`src/rtl/fix_ari_mul_if.sv`:
```
// Operand/result bundle for the pipelined fixed-point multiplier.
// The master drives the operands; the slave (multiplier) returns both products.
interface fix_ari_mul_if #(
    parameter int WIDTH = 16
);
    logic signed [WIDTH-1:0]   data_in1;
    logic signed [WIDTH-1:0]   data_in2;
    logic signed [2*WIDTH-2:0] data_out;
    logic signed [WIDTH-1:0]   data_out_round;

    modport master (
        output data_in1,
        output data_in2,
        input  data_out,
        input  data_out_round
    );

    modport slave (
        input  data_in1,
        input  data_in2,
        output data_out,
        output data_out_round
    );
endinterface

```
`src/rtl/fix_ari_mul.sv`:
```
// Three-stage signed fixed-point multiplier: full product plus a saturated product >>> FRAC.
// Define FIX_ARI_MUL_ROUND_NEAREST_EN for round-half-up on data_out_round instead of floor.
module fix_ari_mul #(
    parameter int WIDTH = 16,
    parameter int FRAC  = 8
) (
    input  logic         clk,
    input  logic         rst_n,
    fix_ari_mul_if.slave bus
);
    localparam int PW = 2 * WIDTH;

    // Saturation limits expressed on the already-shifted value.
    localparam logic signed [PW-1:0] Q_MAX = {{(WIDTH+1){1'b0}}, {(WIDTH-1){1'b1}}};
    localparam logic signed [PW-1:0] Q_MIN = {{(WIDTH+1){1'b1}}, {(WIDTH-1){1'b0}}};

`ifdef FIX_ARI_MUL_ROUND_NEAREST_EN
    localparam logic signed [PW-1:0] RND = {{(PW-1){1'b0}}, 1'b1} << (FRAC - 1);
`endif

    logic signed [WIDTH-1:0] a_reg, b_reg;
    logic signed [PW-1:0]    prod_reg;
    logic signed [PW-2:0]    data_out_reg;
    logic signed [WIDTH-1:0] round_reg;

    logic signed [PW-1:0]    a_ext, b_ext;
    logic signed [PW-1:0]    prod_next;
    logic signed [PW-1:0]    prod_adj;
    logic signed [PW-1:0]    q_shift;
    logic signed [WIDTH-1:0] round_next;

    // The full product of two WIDTH-bit operands always fits in 2*WIDTH bits.
    always_comb begin
        a_ext     = a_reg;
        b_ext     = b_reg;
        prod_next = a_ext * b_ext;
    end

    // Saturating against the shifted full product is equivalent to comparing P with MAX/MIN.
    always_comb begin
        prod_adj = prod_reg;
`ifdef FIX_ARI_MUL_ROUND_NEAREST_EN
        prod_adj = prod_reg + RND;
`endif
        q_shift    = prod_adj >>> FRAC;
        round_next = q_shift[WIDTH-1:0];
        if (q_shift > Q_MAX) begin
            round_next = Q_MAX[WIDTH-1:0];
        end else if (q_shift < Q_MIN) begin
            round_next = Q_MIN[WIDTH-1:0];
        end
    end

    always_ff @(posedge clk) begin
        if (!rst_n) begin
            a_reg        <= '0;
            b_reg        <= '0;
            prod_reg     <= '0;
            data_out_reg <= '0;
            round_reg    <= '0;
        end else begin
            a_reg        <= bus.data_in1;
            b_reg        <= bus.data_in2;
            prod_reg     <= prod_next;
            data_out_reg <= prod_reg[PW-2:0];
            round_reg    <= round_next;
        end
    end

    assign bus.data_out       = data_out_reg;
    assign bus.data_out_round = round_reg;
endmodule

```
`src/flat_wrapper.sv`:
```
// flat-port wrapper written by rule: the top's interface ports become plain ports
module fix_ari_mul_flat 
#(
    parameter int WIDTH = 16,
    parameter int FRAC  = 8
)
  (clk, rst_n, bus_data_in1, bus_data_in2, bus_data_out, bus_data_out_round);
  fix_ari_mul_if #(.WIDTH(WIDTH)) bus_i ();
  input  logic clk;
  input  logic rst_n;
  input wire logic [$bits(bus_i.data_in1)-1:0] bus_data_in1;
  input wire logic [$bits(bus_i.data_in2)-1:0] bus_data_in2;
  output wire logic [$bits(bus_i.data_out)-1:0] bus_data_out;
  output wire logic [$bits(bus_i.data_out_round)-1:0] bus_data_out_round;
  assign bus_i.data_in1 = bus_data_in1;
  assign bus_i.data_in2 = bus_data_in2;
  assign bus_data_out = bus_i.data_out;
  assign bus_data_out_round = bus_i.data_out_round;
  fix_ari_mul #(.WIDTH(WIDTH), .FRAC(FRAC)) u_core (.clk(clk), .rst_n(rst_n), .bus(bus_i));
endmodule
```
`config.mk`:
```
export PLATFORM = sky130hd
export DESIGN_NAME = fix_ari_mul_flat
export DESIGN_NICKNAME = d
export VERILOG_FILES = /design/src/rtl/fix_ari_mul_if.sv /design/src/rtl/fix_ari_mul.sv /design/src/flat_wrapper.sv
export SDC_FILE = /design/constraint.sdc
export NUM_CORES = 1
export LEC_CHECK = 0
export CORE_MARGIN = 5
export CORE_UTILIZATION = 55
export DETAILED_ROUTE_END_ITERATION = 6
export PLACE_DENSITY_LB_ADDON = 0.25
export SLEW_MARGIN = 15
export SYNTH_ARGS = -nofsm -noshare
export SYNTH_HDL_FRONTEND = slang
export SYNTH_SLANG_ARGS = --single-unit
```
`constraint.sdc`:
```
create_clock -name clk -period 7.3 [get_ports clk]
set_clock_uncertainty 0.15 [all_clocks]
set_input_delay 0.73 -clock clk [delete_from_list [all_inputs] [get_ports clk]]
set_output_delay 0.73 -clock clk [all_outputs]
set_load 0.01 [all_outputs]
```
==> run summary, run 1 <==
POWER AND IR DROP
---------------------------------------------------------------------------------------
Total power density per cell area                                            214 nW/um2
Internal power                                                                  1800 uW
Power share of the clock group                                                    15.9%
Worst vdd rail ir drop                                                           200 uV
Combinational Power Share                                                         57.2%
Power Total                                                                     3070 uW
Register share of total power                                                     26.9%
Static leakage                                                               0.00712 uW
Switching power                                                                 1270 uW
Net Sw Frac                                                                       41.3%

FINAL LAYOUT
---------------------------------------------------------------------------------------
Area growth from synthesis to layout                                              10.7%
Final standard cell area without fillers                                     14,400 um2
Final antenna diode count                                                             0
Number of fillers in the final layout                                             2,051
Number of nets at the end of the flow                                             1,804
Layout Utilization                                                                61.6%
Leading cell type in the layout, fill and taps excluded                           inv_1
Commonest cells after routing, fill and taps aside                         inv_1, fa_1, and2_1
Fraction of layout cells with a size suffix above 1                               2.66%
Max FFs per register                                                                 32

SYNTH
---------------------------------------------------------------------------------------
Synthesized Nets                                                                  1,749
Count of state elements after synthesis                                             111
Async set or reset register ratio after synthesis                                    0%
Count of different cell masters after synthesis                                      49
Number of enable flip-flop cells after synthesis                                      0
Syn. warnings                                                                         0
Post-synthesis sequential area ratio                                              17.1%
Ys flop type                                                                    dfxtp_1
Post-Synthesis Cells                                                              1,371
Post-synthesis instance area                                                 13,000 um2
Avg Inst Size Synth                                                            9.46 um2

GLOBAL ROUTING
---------------------------------------------------------------------------------------
Number of global-route vias before repair                                         9,827
Global route overflow                                                                 0
Number of antenna violations at the first check in global routing                     0
Global-route wire length before repair                                        46,100 um
Global routing usage summed across all routing layers                             22.0%
Largest net degree at the start of global routing                                   102

ROUTE
---------------------------------------------------------------------------------------
First-pass iteration count of the detailed router                                     5
Vias                                                                              8,784
Via density per instance                                                           5.02
Total detailed-routing wirelength                                             26,200 um
Detailed-route wire length per cell                                             15.0 um
DRC Markers                                                                           0
Number of nets with antenna violations after detailed routing                         0
Number of violations reported at the end of detailed-routing iteration 0            346

SETUP PATH
---------------------------------------------------------------------------------------
Destination of the critical timing path                                    u_core.prod_adj[31]$_SDFF_PN0_
Kind of start point of the critical path                                       register
Worst Path Max Fanout                                                                16
WP data arrival                                                                 6.80 ns
Crit path launch                                                           u_core.b_reg[5]$_SDFF_PN0_
CP required                                                                     7.41 ns
End of the worst register-to-register path                                 u_core.prod_adj[31]$_SDFF_PN0_
CP Class                                                                   register to register
Setup slack on the worst flop-to-flop path                                      0.60 ns
Kind of capture point of the worst setup path                                  register
Startpoint of the most critical register-to-register path                  u_core.b_reg[5]$_SDFF_PN0_
Worst reg-to-reg path cell count                                                     20

TIMING
---------------------------------------------------------------------------------------
Clock period minus worst slack                                                  6.70 ns
Setup repair after global routing missed its margin                                  no
Maximum clock frequency                                                       0.149 GHz
Total negative slack                                                               0 ns
Max-slew violation count                                                              0
Setup-violating endpoint count in the final report                                    0
Count of final hold-check violations                                                  0
Relative slew slack                                                               50.2%
Final worst path period share                                                     91.8%
Worst Max-Slew Pin Slew                                                        0.747 ns

PLACE
---------------------------------------------------------------------------------------
Number of port buffers                                                               80
GPL Wtd Cong                                                                      0.876
HPWL Detailed                                                                 21,600 um
Post-Place Cell Area                                                         14,100 um2

DIE
---------------------------------------------------------------------------------------
Number of placement rows                                                             56
Number of primary I/O pins                                                           81
X dimension of the die                                                           164 um
Initial core utilization                                                          55.6%
Y dimension of the die                                                           164 um
Placeable core region                                                        23,300 um2
DIE AREA                                                                     26,800 um2

CLOCK TREE
---------------------------------------------------------------------------------------
CTS tree                                                                            yes
CTS resizes                                                                           0
Maximum clock insertion buffer count                                                  2
Buffer type at the clock tree root                                            clkbuf_16
H-tree Lvls                                                                           3
Worst-skew pair later-pin latency                                               0.36 ns
# Post-CTS Setup Buffers                                                              0
Clock transition at the registers of the reported paths                         0.07 ns
Number of buffers added by the clock tree synthesis step                              9
Hold_buf cts                                                                          0
Clock sink count                                                                    111

OUTCOME
---------------------------------------------------------------------------------------
Result of the run                                                             completed

JOB
---------------------------------------------------------------------------------------
Max-capacitance violation count                                                       0

MIN PATH
---------------------------------------------------------------------------------------
Class of the most critical hold timing path                                register to register

[layout make-up]
type | count | area [um2] | area share (%)
timing repair buffer | 89 | 863 | 6.01
multi-input combinational | 883 | 9340 | 65.0
sequential | 111 | 2220 | 15.5
clock buffer | 9 | 225 | 1.57
inverter | 332 | 1250 | 8.68
tap | 319 | 399 | 2.78
clock inverter | 7 | 71.3 | 0.497
[through the flow]
step	hold WS [ns]	worst slack, ns	instances
after global placement	0.263	0.635	1734
after detailed placement	0.271	0.599	1734
final	0.285	0.601	1750
after global routing	0.300	0.143	1750
after floorplan	0.262	0.952	1371
after CTS	0.290	0.559	1750
[critical path, cell delays in order, from the launching register on]
cell,delay (ns)
dfxtp_1,0.60
and2_1,0.24
inv_1,0.07
fa_1,0.55
inv_1,0.07
fa_1,0.94
fa_1,0.52
fa_1,0.47
fa_1,0.55
inv_1,0.06
fa_1,0.53
inv_1,0.05
ha_1,0.35
a21o_2,0.14
a21oi_1,0.08
and2_1,0.16
a22o_2,0.23
o31a_1,0.27
o211a_1,0.25
nor3_2,0.13
and3b_1,0.19
[per-layer routing]
| layer | track usage (%) | share of wire [%] | up-vias |
|---|---|---|---|
| li1 | - | - | 4080 |
| met5 | 0 | 0 | - |
| met1 | 25.1 | 37 | 4411 |
| met4 | 12.2 | 6.1 | 0 |
| met3 | 3.31 | 4.2 | 81 |
| met2 | 39.5 | 52 | 212 |
[power groups by stage]
stage	Sequential (uW)	Clock, uW	Combinational, uW
final	826	488	1760
after CTS	827	502	1790
after global routing	847	527	2050
after detailed placement	841	0	1780
after global placement	838	0	1750
after floorplan	833	0	1310
[how the worst min path moves through the flow]
stage / from / end / cells past startpoint
after CTS: u_core.prod_adj[7]$_SDFF_PN0_ / u_core.bus.data_out[7]$_SDFF_PN0_ / 1
after floorplan: u_core.prod_adj[0]$_SDFF_PN0_ / u_core.bus.data_out[0]$_SDFF_PN0_ / 1
after detailed placement: u_core.prod_adj[3]$_SDFF_PN0_ / u_core.bus.data_out[3]$_SDFF_PN0_ / 1
final: u_core.prod_adj[7]$_SDFF_PN0_ / u_core.bus.data_out[7]$_SDFF_PN0_ / 1
after global routing: u_core.prod_adj[0]$_SDFF_PN0_ / u_core.bus.data_out[0]$_SDFF_PN0_ / 1
after global placement: u_core.prod_adj[5]$_SDFF_PN0_ / u_core.bus.data_out[5]$_SDFF_PN0_ / 1
[cell usage after synthesis (4+ instances only)]
cell type / n / share of area [%]
inv_1: 331 / 9.6
xor2_1: 10 / 0.68
nor2_1: 51 / 1.5
xnor2_1: 24 / 1.6
nand2_1: 129 / 3.7
a21oi_1: 24 / 0.93
a21o_1: 6 / 0.35
o21ai_1: 4 / 0.15
dfxtp_1: 111 / 17
fa_1: 262 / 40
nand2b_1: 8 / 0.39
o21ai_0: 11 / 0.42
ha_1: 82 / 7.9
clkbuf_1: 44 / 1.3
and3_1: 6 / 0.29
and2_1: 214 / 10
[kinds of logic after synthesis]
logic type | share of synthesized area [%]
AND/OR/NAND/NOR | 17.6
flip-flops | 17.1
buffers and inverters | 10.9
adder cells (fa/ha/maj) | 48.3
multiplexers | 0.0772
XOR/XNOR | 2.30
AO/OA/AOI/OAI | 3.59
Power figures use the tool's default switching activity.
==> inputs of run 2 (changes only) <==
--- a/config.mk
+++ b/config.mk
@@ -5,10 +5,12 @@
 export SDC_FILE = /design/constraint.sdc
 export NUM_CORES = 1
 export LEC_CHECK = 0
+export ABC_AREA = 1
 export CORE_MARGIN = 5
 export CORE_UTILIZATION = 55
 export DETAILED_ROUTE_END_ITERATION = 6
 export PLACE_DENSITY_LB_ADDON = 0.25
+export SKIP_CTS_REPAIR_TIMING = 1
 export SLEW_MARGIN = 15
 export SYNTH_ARGS = -nofsm -noshare
 export SYNTH_HDL_FRONTEND = slang
==> run 2 against run 1 <==
Effect of this change: fmax up 4.4%; register-to-register slack better by 0.28 ns; utilization down 0.48 points; first-iteration DRC count up 89%; clock power up 8.2%; largest power group unchanged; sequential share of layout area down 1.0 points; synthesized area up 8.3%; power up 12%; setup slack better by 0.28 ns; sequential power up 1%; synthesized cell count up 35%; sequential cell count unchanged.
==> run summary, run 2 <==
TIMING
---------------------------------------------------------------------------------------
Setup-violating endpoint count in the final report                                    0   unchanged
Final worst path period share                                                     87.9%   -3.9 points
Maximum clock frequency                                                       0.156 GHz   +4.4%
Final critical-path setup slack                                                0.884 ns   +0.283 ns
Count of final hold-check violations                                                  0   unchanged
Relative slew slack                                                               39.5%   -11 points
Max-slew violation count                                                              0   unchanged
Setup repair after global routing missed its margin                                  no
Total negative slack                                                               0 ns   unchanged
Clock period minus worst slack                                                  6.42 ns   -0.283 ns
Worst Max-Slew Pin Slew                                                        0.907 ns   +0.160 ns

DIE
---------------------------------------------------------------------------------------
Y dimension of the die                                                           170 um   +3.8%
Placeable core region                                                        25,200 um2   +7.9%
X dimension of the die                                                           170 um   +3.8%
Number of placement rows                                                             58   +3.6%
Number of primary I/O pins                                                           81   unchanged
Initial core utilization                                                          55.8%   +0.20 points
DIE AREA                                                                     28,800 um2   +7.8%

OUTCOME
---------------------------------------------------------------------------------------
Result of the run                                                             completed

CLOCK TREE
---------------------------------------------------------------------------------------
Worst-skew pair later-pin latency                                               0.37 ns   about the same
CTS tree                                                                            yes
Clock sink count                                                                    111   unchanged
H-tree Lvls                                                                           3   unchanged
Maximum clock insertion buffer count                                                  2   unchanged
Clock transition at the registers of the reported paths                         0.09 ns   +0.02 ns
Buffer type at the clock tree root                                            clkbuf_16
Number of buffers added by the clock tree synthesis step                              9   unchanged

POWER AND IR DROP
---------------------------------------------------------------------------------------
Worst vdd rail ir drop                                                           122 uV   -39%
Total power density per cell area                                            223 nW/um2   +4.5%
Power Total                                                                     3430 uW   +12%
Static leakage                                                               0.00922 uW   +30%

SYNTH
---------------------------------------------------------------------------------------
Number of enable flip-flop cells after synthesis                                      0   unchanged
Synth Area in Compound Gates                                                      3.07%   -0.52 points
Top-area cell type share of the netlist area                                      37.3%   -3.1 points
Most numerous cell types in the synthesized netlist                        inv_1, nand2_1, fa_1
Post-synthesis sequential area ratio                                              15.8%   -1.3 points
Count of different cell masters after synthesis                                      32   -35%
Largest area contributor in the synthesized netlist                                fa_1
Most common cell in the netlist                                                   inv_1
Post-synthesis instance area                                                 14,000 um2   +8.3%
Multiplexer area fraction after synthesis                                            0%   -0.077 points
Count of state elements after synthesis                                             111   unchanged
Combinational family with the most area after synthesis                     adder cells
Syn. warnings                                                                         0   unchanged
Post-synthesis adder-cell area fraction                                           44.6%   -3.7 points
Ys flop type                                                                    dfxtp_1
Synth area leaders                                                         fa_1, inv_1, dfxtp_1, nand2_1, ha_1
Avg Inst Size Synth                                                            7.62 um2   -19%
Async set or reset register ratio after synthesis                                    0%   unchanged
Post-Synthesis Cells                                                              1,844   +35%
Post-Synth Simple-Gate Area                                                       18.3%   +0.70 points
Synthesized Nets                                                                  2,222   +27%
Post-synthesis share of cell area spent on xor and xnor gates                   0.0623%   -2.2 points

FINAL LAYOUT
---------------------------------------------------------------------------------------
Commonest cells after routing, fill and taps aside                         inv_1, nand2_1, fa_1
Fraction of layout cells with a size suffix above 1                               3.46%   +0.80 points
Number of nets at the end of the flow                                             2,254   +25%
Max FFs per register                                                                 32   unchanged
Final standard cell area without fillers                                     15,400 um2   +7.1%
Number of fillers in the final layout                                             2,296   +12%
Layout Utilization                                                                61.1%   -0.48 points
Leading cell type in the layout, fill and taps excluded                           inv_1
Area growth from synthesis to layout                                              9.47%
Final antenna diode count                                                             0   unchanged

GLOBAL ROUTING
---------------------------------------------------------------------------------------
Global routing usage summed across all routing layers                             24.5%   +2.5 points
Global-route wire length before repair                                        56,000 um   +21%
Global route overflow                                                                 0   unchanged
Largest net degree at the start of global routing                                    90   -12%
Number of global-route vias before repair                                        11,501   +17%
Number of antenna violations at the first check in global routing                     0   unchanged

SETUP PATH
---------------------------------------------------------------------------------------
CP Class                                                                   register to register
WP data arrival                                                                 6.57 ns   -0.23 ns
Kind of start point of the critical path                                       register
CP dominant cell by count                                                          fa_1
Slowest Stage Delay on Critical Path                                            0.94 ns   about the same
Worst Path Max Fanout                                                                16   unchanged
Cells along the critical path                                              nand2_1, inv_1, fa_1, fa_1, inv_1, fa_1, fa_1, inv_1, fa_1, inv_1, fa_1, inv_1, ha_1, nand2_1, nor2_1, nand2_1, nor3_1, nand2_1, nand4_1, nand2_1, nor2_1
CP required                                                                     7.46 ns   +0.05 ns
Cell with the largest stage delay on the worst path                                fa_1
Kind of capture point of the worst setup path                                  register

ROUTE
---------------------------------------------------------------------------------------
Total detailed-routing wirelength                                             32,800 um   +25%
Detailed-route wire length per cell                                             14.9 um   -0.90%
Via density per instance                                                           4.87   -3.0%
Number of nets with antenna violations after detailed routing                         0   unchanged
Vias                                                                             10,762   +23%
First-pass iteration count of the detailed router                                     5   unchanged
DRC Markers                                                                           0   unchanged
Number of violations reported at the end of detailed-routing iteration 0            654   +89%

PLACE
---------------------------------------------------------------------------------------
Post-Place Cell Area                                                         15,100 um2   +7.1%
HPWL Detailed                                                                 26,900 um   +25%
GPL Wtd Cong                                                                      0.890   +1.6%
Post-place setup slack                                                         0.961 ns   +0.362 ns
Number of port buffers                                                               80   unchanged

JOB
---------------------------------------------------------------------------------------
Max-capacitance violation count                                                       0   unchanged

MIN PATH
---------------------------------------------------------------------------------------
Class of the most critical hold timing path                                register to register

## run 2: changes by cell type after synthesis, sizes merged, moves of 16 or more
| cell | change |
|---|---|
| nand3 | +25 |
| nor2 | +29 |
| a21oi | +23 |
| clkbuf | +16 |
| inv | +274 |
| xnor2 | -23 |
| and2 | -209 |
| nand2 | +369 |
## run 2: worst paths after layout
| kind | from | endpoint | slack [ns] | cells past startpoint |
|---|---|---|---|---|
| worst max-delay path | u_core.b_reg[1]$_SDFF_PN0_ | u_core.prod_adj[28]$_SDFF_PN0_ | 0.88 | 21 |
| worst min-delay path | u_core.prod_adj[0]$_SDFF_PN0_ | u_core.bus.data_out[0]$_SDFF_PN0_ | 0.27 | 2 |
| worst max register to register | u_core.b_reg[1]$_SDFF_PN0_ | u_core.prod_adj[28]$_SDFF_PN0_ | 0.88 | 21 |
| worst min register to register | u_core.prod_adj[0]$_SDFF_PN0_ | u_core.bus.data_out[0]$_SDFF_PN0_ | 0.27 | 2 |
## run 2: layer usage
metal	track usage, %	share of wire [%]	wire length, um
met5	0	0	0
met3	3.55	6.1	2010
met1	32.2	41	13600
met4	7.95	3.3	1090
met2	42.0	49	16100
## run 2: critical path, delay by kind of cell (launching register included)
kind / cells / cell delay [ns]
flip-flops: 1 / 0.73
AND/OR/NAND/NOR: 9 / 1.19
buffers and inverters: 5 / 0.46
adder cells (fa/ha/maj): 7 / 3.83
## run 2: final cells by class
| class | instances | area [um2] | share of cell area, % |
|---|---|---|---|
| Multi-Input combinational cell | 1058 | 9290 | 60.4 |
| Clock inverter | 7 | 91.3 | 0.594 |
| Inverter | 607 | 2280 | 14.8 |
| Sequential cell | 111 | 2220 | 14.4 |
| Tap cell | 330 | 413 | 2.68 |
| Clock buffer | 9 | 225 | 1.46 |
| Timing Repair Buffer | 89 | 863 | 5.61 |
## run 2: power breakdown
part	internal (uW)	total [uW]	switching (uW)	leakage, uW
Clock	249	528	279	0.000152
Combinational	786	2070	1280	0.00815
Sequential	740	837	97.2	0.000920
## run 2: logic make-up after synthesis
group,after synthesis
adder cells (fa/ha/maj),344
buffers and inverters,675
XOR/XNOR,1
AND/OR/NAND/NOR,638
flip-flops,111
AO/OA/AOI/OAI,75
## run 2: metrics by stage
| step | hold slack [ns] | instances |
|---|---|---|
| 2_1_floorplan | 0.240 | 1844 |
| 3_3_place_gp | 0.242 | 2195 |
| 3_5_place_dp | 0.248 | 2195 |
| 4_1_cts | 0.267 | 2211 |
| 5_1_grt | 0.272 | 2211 |
| 6_report | 0.265 | 2211 |
